===== src/rtl/decode_stage.sv =====
// RV32 decode pipeline stage: splits the instruction word into fields, builds the sign-extended
// immediate, classifies the format and holds the decoded bundle behind a valid/ready handshake.
module decode_stage #(
  parameter int XLEN    = 32,
  parameter int PC_W    = 32,
  parameter bit SKID_EN = 1'b1,
  parameter bit CSR_EN  = 1'b1
) (
  input  logic            clk,
  input  logic            rst,
  input  logic            flush,
  input  logic            in_valid,
  output logic            in_ready,
  input  logic [31:0]     inst,
  input  logic [PC_W-1:0] in_pc,
  output logic            out_valid,
  input  logic            out_ready,
  output logic [PC_W-1:0] out_pc,
  output logic [6:0]      opcode,
  output logic [4:0]      rda,
  output logic [2:0]      funct3,
  output logic [4:0]      r1a,
  output logic [4:0]      r2a,
  output logic            funct7_1bit,
  output logic [11:0]     csr_addr,
  output logic [XLEN-1:0] imm,
  output logic [2:0]      inst_type,
  output logic            illegal
);

  typedef struct packed {
    logic [PC_W-1:0] pc;
    logic [6:0]      opcode;
    logic [4:0]      rda;
    logic [2:0]      funct3;
    logic [4:0]      r1a;
    logic [4:0]      r2a;
    logic            funct7_1bit;
    logic [11:0]     csr_addr;
    logic [XLEN-1:0] imm;
    logic [2:0]      inst_type;
    logic            illegal;
  } bundle_t;

  typedef enum logic [1:0] {
    ST_EMPTY = 2'd0,
    ST_FULL  = 2'd1,
    ST_SKID  = 2'd2
  } state_e;

  localparam logic [2:0] T_R = 3'd0, T_I = 3'd1, T_S = 3'd2, T_B = 3'd3;
  localparam logic [2:0] T_U = 3'd4, T_J = 3'd5, T_ILL = 3'd7;

  bundle_t         dec;
  logic [XLEN-1:0] sext;

  // Handshake: a transfer happens on a side only in a cycle where both valid and ready are high;
  // flush/rst override any transfer in the same cycle.
  always_comb begin
    sext            = {XLEN{inst[31]}};
    dec             = '0;
    dec.pc          = in_pc;
    dec.opcode      = inst[6:0];
    dec.rda         = inst[11:7];
    dec.funct3      = inst[14:12];
    dec.r1a         = inst[19:15];
    dec.r2a         = inst[24:20];
    dec.funct7_1bit = inst[30];
    dec.csr_addr    = inst[31:20];
    dec.imm         = '0;
    dec.inst_type   = T_ILL;
    dec.illegal     = 1'b1;
    if (inst[1:0] == 2'b11) begin
      case (inst[6:2])
        5'b01100: begin
          dec.inst_type = T_R;
          dec.illegal   = 1'b0;
        end
        5'b00000, 5'b00100, 5'b11001: begin
          dec.imm       = sext;
          dec.imm[11:0] = inst[31:20];
          dec.inst_type = T_I;
          dec.illegal   = 1'b0;
        end
        5'b11100: begin
          if (CSR_EN) begin
            dec.imm       = sext;
            dec.imm[11:0] = inst[31:20];
            dec.inst_type = T_I;
            dec.illegal   = 1'b0;
          end
        end
        5'b01000: begin
          dec.imm       = sext;
          dec.imm[11:0] = {inst[31:25], inst[11:7]};
          dec.inst_type = T_S;
          dec.illegal   = 1'b0;
        end
        5'b11000: begin
          dec.imm       = sext;
          dec.imm[12:0] = {inst[31], inst[7], inst[30:25], inst[11:8], 1'b0};
          dec.inst_type = T_B;
          dec.illegal   = 1'b0;
        end
        5'b01101, 5'b00101: begin
          dec.imm       = sext;
          dec.imm[31:0] = {inst[31:12], 12'b0};
          dec.inst_type = T_U;
          dec.illegal   = 1'b0;
        end
        5'b11011: begin
          dec.imm       = sext;
          dec.imm[20:0] = {inst[31], inst[19:12], inst[20], inst[30:21], 1'b0};
          dec.inst_type = T_J;
          dec.illegal   = 1'b0;
        end
        default: ;
      endcase
    end
  end

  state_e  state_q, state_d;
  bundle_t main_q, main_d;
  bundle_t skid_q, skid_d;
  logic    out_valid_q, out_valid_d;
  logic    in_ready_q, in_ready_d;
  logic    in_fire, out_fire;

  assign in_ready = SKID_EN ? in_ready_q : (!out_valid_q | out_ready);
  assign in_fire  = in_valid & in_ready;
  assign out_fire = out_valid_q & out_ready;

  // Without the skid buffer in_ready already implies out_fire in FULL, so SKID is unreachable.
  always_comb begin
    state_d = state_q;
    main_d  = main_q;
    skid_d  = skid_q;
    case (state_q)
      ST_EMPTY: begin
        if (in_fire) begin
          main_d  = dec;
          state_d = ST_FULL;
        end
      end
      ST_FULL: begin
        if (in_fire && out_fire) begin
          main_d = dec;
        end else if (in_fire) begin
          skid_d  = dec;
          state_d = ST_SKID;
        end else if (out_fire) begin
          state_d = ST_EMPTY;
        end
      end
      ST_SKID: begin
        if (out_fire) begin
          main_d  = skid_q;
          state_d = ST_FULL;
        end
      end
      default: state_d = ST_EMPTY;
    endcase
    if (flush) begin
      state_d = ST_EMPTY;
      main_d  = '0;
      skid_d  = '0;
    end
    out_valid_d = (state_d != ST_EMPTY);
    in_ready_d  = (state_d != ST_SKID);
  end

  always_ff @(posedge clk) begin
    if (rst) begin
      state_q     <= ST_EMPTY;
      main_q      <= '0;
      skid_q      <= '0;
      out_valid_q <= 1'b0;
      in_ready_q  <= 1'b1;
    end else begin
      state_q     <= state_d;
      main_q      <= main_d;
      skid_q      <= skid_d;
      out_valid_q <= out_valid_d;
      in_ready_q  <= in_ready_d;
    end
  end

  assign out_valid   = out_valid_q;
  assign out_pc      = main_q.pc;
  assign opcode      = main_q.opcode;
  assign rda         = main_q.rda;
  assign funct3      = main_q.funct3;
  assign r1a         = main_q.r1a;
  assign r2a         = main_q.r2a;
  assign funct7_1bit = main_q.funct7_1bit;
  assign csr_addr    = main_q.csr_addr;
  assign imm         = main_q.imm;
  assign inst_type   = main_q.inst_type;
  assign illegal     = main_q.illegal;

endmodule

===== config.mk =====
export PLATFORM = sky130hd
export DESIGN_NAME = decode_stage
export DESIGN_NICKNAME = d
export VERILOG_FILES = /design/src/rtl/decode_stage.sv
export SDC_FILE = /design/constraint.sdc
export NUM_CORES = 1
export LEC_CHECK = 0
export CAP_MARGIN = 10
export CORE_ASPECT_RATIO = 1.75
export CORE_UTILIZATION = 51
export CTS_CLUSTER_DIAMETER = 100
export DETAILED_ROUTE_END_ITERATION = 8
export HOLD_SLACK_MARGIN = 0.05
export PLACE_DENSITY = 0.86
export SETUP_SLACK_MARGIN = 0.1
export SLEW_MARGIN = 0
export SYNTH_ARGS = -nofsm -noshare
export SYNTH_HDL_FRONTEND = slang
export SYNTH_SLANG_ARGS = --single-unit

===== constraint.sdc =====
create_clock -name clk -period 2.5 [get_ports clk]
set_clock_uncertainty 0.15 [all_clocks]
set_input_delay 0.75 -clock clk [delete_from_list [all_inputs] [get_ports clk]]
set_output_delay 0.75 -clock clk [all_outputs]
set_load 0.05 [all_outputs]

# Yosys cells after proc, flatten, opt, wreduce, memory -nomap -nowiden
# Cells that the tools add are included.
# totals
register_bits	216
# op_classes
mux	14
reduce_logical	10
n_eq_ne	16
bitwise	3
# op_table
cell	count
$mux 106	3
$pmux 106 s3	1
$pmux 32 s5	1
$mux 36	1
$pmux 4 s6	1
$eq 5x5->1 const B	4
$eq 5x4->1 const B	3
$mux 2	6
$eq 5x3->1 const B	2
$ne 2x2->1 const B	4
$pmux 2 s3	1
$logic_not 5->1	1
$eq 2x2->1 const B	2
$reduce_and 4->1	1
$reduce_or 2->1	2
$reduce_or 4->1	1
$reduce_and 3->1	1
$reduce_bool 3->1	1
$and 1x1->1	2
$eq 2x1->1 const B	1
$logic_not 2->1	1
$reduce_bool 2->1	1
$logic_and 1x1->1	1
$not 1->1	1

# Longest topological paths before layout
# Gate-level depths: netlist of the first run.
# logic_depth
ltp_word	7
ltp_mapped	7

# Worst setup path before layout of the first run
# Ideal clock, no wire load.
# synth_path
path_type	input to register
startpoint	input port inst[2]
endpoint	register main_q (netlist bit imm[25])
setup_ps	74
t_arrival_ps	2059
slack_ps	217
cell_stages	6
required_ps	2276
cell_sequence	mux2_4 -> or4_4 -> nand2_2 -> nand3_4 -> buf_6 -> o22ai_2
# synth_between
elab_chain_len	6
# synth_rtl
item	line	source
start: declaration	14	input logic [31:0] inst,
$eq 5x5->1 (tied with other cells)	74	case (inst[6:2])
$reduce_or 4->1 (no line) / $reduce_or 2->1 (equally long branches)	n/a	
$pmux 32 s5 *	74	
$mux 36 *	73	if (inst[1:0] == 2'b11) begin
$mux 106, on equally long branches	146, 140	
$pmux 106 s3 *	138	case (state_q)
end signal: assignment	181	main_q <= main_d;
end: declaration	123	bundle_t main_q, main_d;
# Mark *: on every way between the ends. The rest lies on a longest branch, timed or not. The select of a mux whose other input is x is not followed.
# A chain may end at the register's enable or synchronous reset.

# Worst setup path after layout of the first run
# layout_path
startpoint	input port inst[4]
endpoint	register main_q (netlist bit imm[14])
# Same word-level chain as after synthesis.

==> metrics.txt, run 1 <==
htree depth=1; gpl congestion=slightly below 0.9; Vias=~8400; startpoint type of the worst setup path=input port; Yosys cell types=55; std cell rows=61; ANT cells=0; Die X=between 90 and 100 um; Yosys reg bits=between 200 and 250; gr ovfl total=0; core footprint=between 0.015 and 0.02 mm^2; Seq/Total Area, Yosys=48.67%; final worst slack=around 0.15 ns; die area=about 0.017 mm^2; Critical path origin=inst[4]; LEAKAGE=4.486 nW; DRC viols=0; CP arrival=2.59 ns; CTS tree=built; synthesized cell area=about 0.0084 mm^2; clk_lat worst skew=slightly below 0.5 ns; ys flop type=dfxtp_1; Tot Pwr=7.307 mW; DR iter-0 viols=540; multi-input logic area=about 0.0040 mm^2; Placed Cells=1398; syn_nets=approximately 1100; clk buf depth=3; initial antenna violation count=0; chip height=171.7 um; crit path kind=input port to register; Layout area overhead=34.19%; flop-to-flop setup slack=between 0.4 and 0.5 ns; status=complete, no violations; largest net degree at the start of global routing=90; worst reg-to-reg path cell count=6; RSZ-0062 raised after global routing=true; I/O pins=approximately 180; Port Buffer Count=about 180; layout cells sized above 1=roughly an eighth; crit path to=imm[14]; worst hold path startpoint=skid_q[28]; minimum clock period=between 2 and 2.5 ns; CTS Buf Count=18; reg2reg start=state_q[0]; Slew Limit Fails=0; Slew HR=between 60 and 70%; Synth Warn #=0; Root Buffer=clkbuf_16; Post-synth EDFFs=0; number of clock sinks=roughly 200; final WL=around 25000 um; global router's overall resource usage=29.17%; Post-synth ARST share=0%; iteration count of the initial detailed-routing pass=5; Hold Path Class=register to register; Fmax achieved=0.4248 GHz; Setup violations, final=0; Max rail drop VDD=649.8 uV; Pwr Density=about 650 mW/mm^2; worst reg2reg path endpoint=imm[14]; FF+latch area=slightly above 0.004 mm^2; Worst-Margin Slew=0.5669 ns; CP Capture Type=register; post-route clock period utilization=around 94%; CP Max Fanout=9; routed len/inst=about 18 um; number of fill cells=roughly 1200; first-pass GRT wire length=roughly 40000 um; initial core utilization=between 50% and 60%; WP data required=between 2 and 3 ns; Syn Area/Cell=roughly 8.0 um^2; number of routed nets with antenna violations=0; Hold Buf Count CTS=0; number of global-route vias before repair=around 8000; Final Hold Vio Count=0; Mapped Cells=approximately 1100; Clk pin slew, worst setup/hold paths=0.07 ns; Post-Place Worst Slack=-0.4367 ns; Detailed Place HPWL=between 15000 and 20000 um; Cell Count, Final, Fillers Out=1431; Nets=~1300; hold_ws=just under 0.3 ns; max-cap violations=0; vias per cell=5.881
[kinds of logic after synthesis]
| group | count (synthesis) | synth area share (%) |
|---|---|---|
| xor gates and xnor gates | 1 | 0.1044 |
| DFF | 204 | 48.67 |
| AOI/OAI and AO/OA | 284 | 22.93 |
| and+or+nand+nor | 464 | 22.95 |
| muxes | 2 | 0.2981 |
| buffers and inverters | 99 | 5.054 |
[where the power goes]
part	total, mW	leakage (nW)	internal [mW]	switching, mW
sequential	3.38	1.65	3.33	0.0471
clock	2.81	0.288	1.60	1.20
combinational	1.13	2.54	0.405	0.720
[cells in the final DEF (no fill, tap or decap), drive strengths merged, types with 2 or more instances in the layout]
cell             n
nand2          315
dfxtp          204
buf            103
a21oi          100
dlygate4sd2     85
nor2            85
a311oi          64
clkdlybuf4s50   64
o21ai           54
clkbuf          26
o22ai           17
a221oi          16
nand3           15
and3            12
nand4            8
a21o             8
nand2b           5
a21boi           5
nor3             4
a22oi            4
a31oi            4
nor2b            4
inv              3
nand3b           2
nand4b           2
o21a             2
a211o            2
and2             2
o31a             2
or3              2
clkinv           2
or4              2
nor3b            2
[worst max-delay path: stages]
cell	delay [ns]
clkdlybuf4s50_1	0.53
or3b_2	0.47
a21boi_2	0.15
buf_6	0.16
nand2_1	0.08
a21o_1	0.22
a221oi_2	0.24
[synthesized netlist by cell type, types with 2 or more instances]
master,count,share of area [%]
buf_2,15,0.89
nor2b_1,4,0.30
a311oi_1,64,6.7
nand2b_1,5,0.37
a21oi_1,100,6.0
nand4_1,8,0.60
nor2_1,85,3.8
a21o_1,8,0.72
a21boi_0,2,0.18
o21a_1,2,0.18
nor3b_1,2,0.18
a21boi_2,2,0.27
a31oi_1,4,0.30
buf_1,2,0.089
buf_4,7,0.63
nand3b_1,2,0.18
nand2_1,314,14
dfxtp_1,204,49
and3_1,12,0.89
nand3_1,13,0.78
a211o_1,2,0.21
inv_1,3,0.13
o21ai_1,5,0.30
nand4b_1,2,0.21
o22ai_2,10,1.5
or3_1,2,0.15
and2_1,2,0.15
o22ai_1,7,0.52
a221oi_1,16,1.7
clkbuf_1,71,3.2
a22oi_1,4,0.36
nor3_1,4,0.24
o21ai_0,49,2.9
[cell type report]
cell class / count / share of cell area [%]
Tap cell: 189 / 2.100
Clock inverter: 3 / 0.3556
Multi-Input combinational cell: 753 / 35.36
Sequential cell: 204 / 36.27
Clock buffer: 26 / 4.811
Timing Repair Buffer: 253 / 21.01
Inverter: 3 / 0.1000
[repair_timing]
action | 4_1_cts | 5_1_grt
cloned | 2 | 0
setup buffers | 0 | 2
pin swaps | 3 | 2
endpoints found under the setup margin | 102 | 18
resized for setup | 87 | 10
[state kept, by name (all words and copies together) (netlist names)]
register,flops
in_ready,1
funct3,3
imm,32
inst_type,3
r2a,4
illegal,1
state_q,2
csr_addr,8
r1a,5
opcode,7
out_pc,32
rda,5
skid_q,100
out_valid,1
[stage by stage]
step           utilization, %  setup TNS (ns)  instance area (um^2)
2_1_floorplan               -               0                  8392
3_3_place_gp            67.04          -37.14                 10690
3_5_place_dp            67.04          -42.37                 10690
4_1_cts                 70.19               0                 11200
5_1_grt                 70.59               0                 11260
6_report                70.59               0                 11260
[routing by layer]
layer | global-route usage, % | wire length (um) | vias up
met1 | 31.63 | 9248 | 3913
met3 | 4.023 | 1479 | 111
met4 | 19.21 | 1650 | 0
li1 | - | - | 4008
met5 | 0 | 0 | -
met2 | 52.63 | 13060 | 383
[worst min path at each step]
stage                       endpoint  slack [ns]  cells after the start
after floorplan           skid_q[24]        0.27                      2
after global placement    skid_q[31]        0.28                      2
after detailed placement  skid_q[27]        0.28                      2
after CTS                 skid_q[28]        0.30                      2
after global routing       skid_q[7]        0.31                      2
final                     skid_q[28]        0.30                      2
No activity file was read; power rests on OpenSTA's default activity.
==> run 2: changes to the inputs <==
Settings changed: HOLD_SLACK_MARGIN 0.05 to not set.
==> results of run 2 <==
The final DEF is identical to that of run 1; final timing and power are the same.
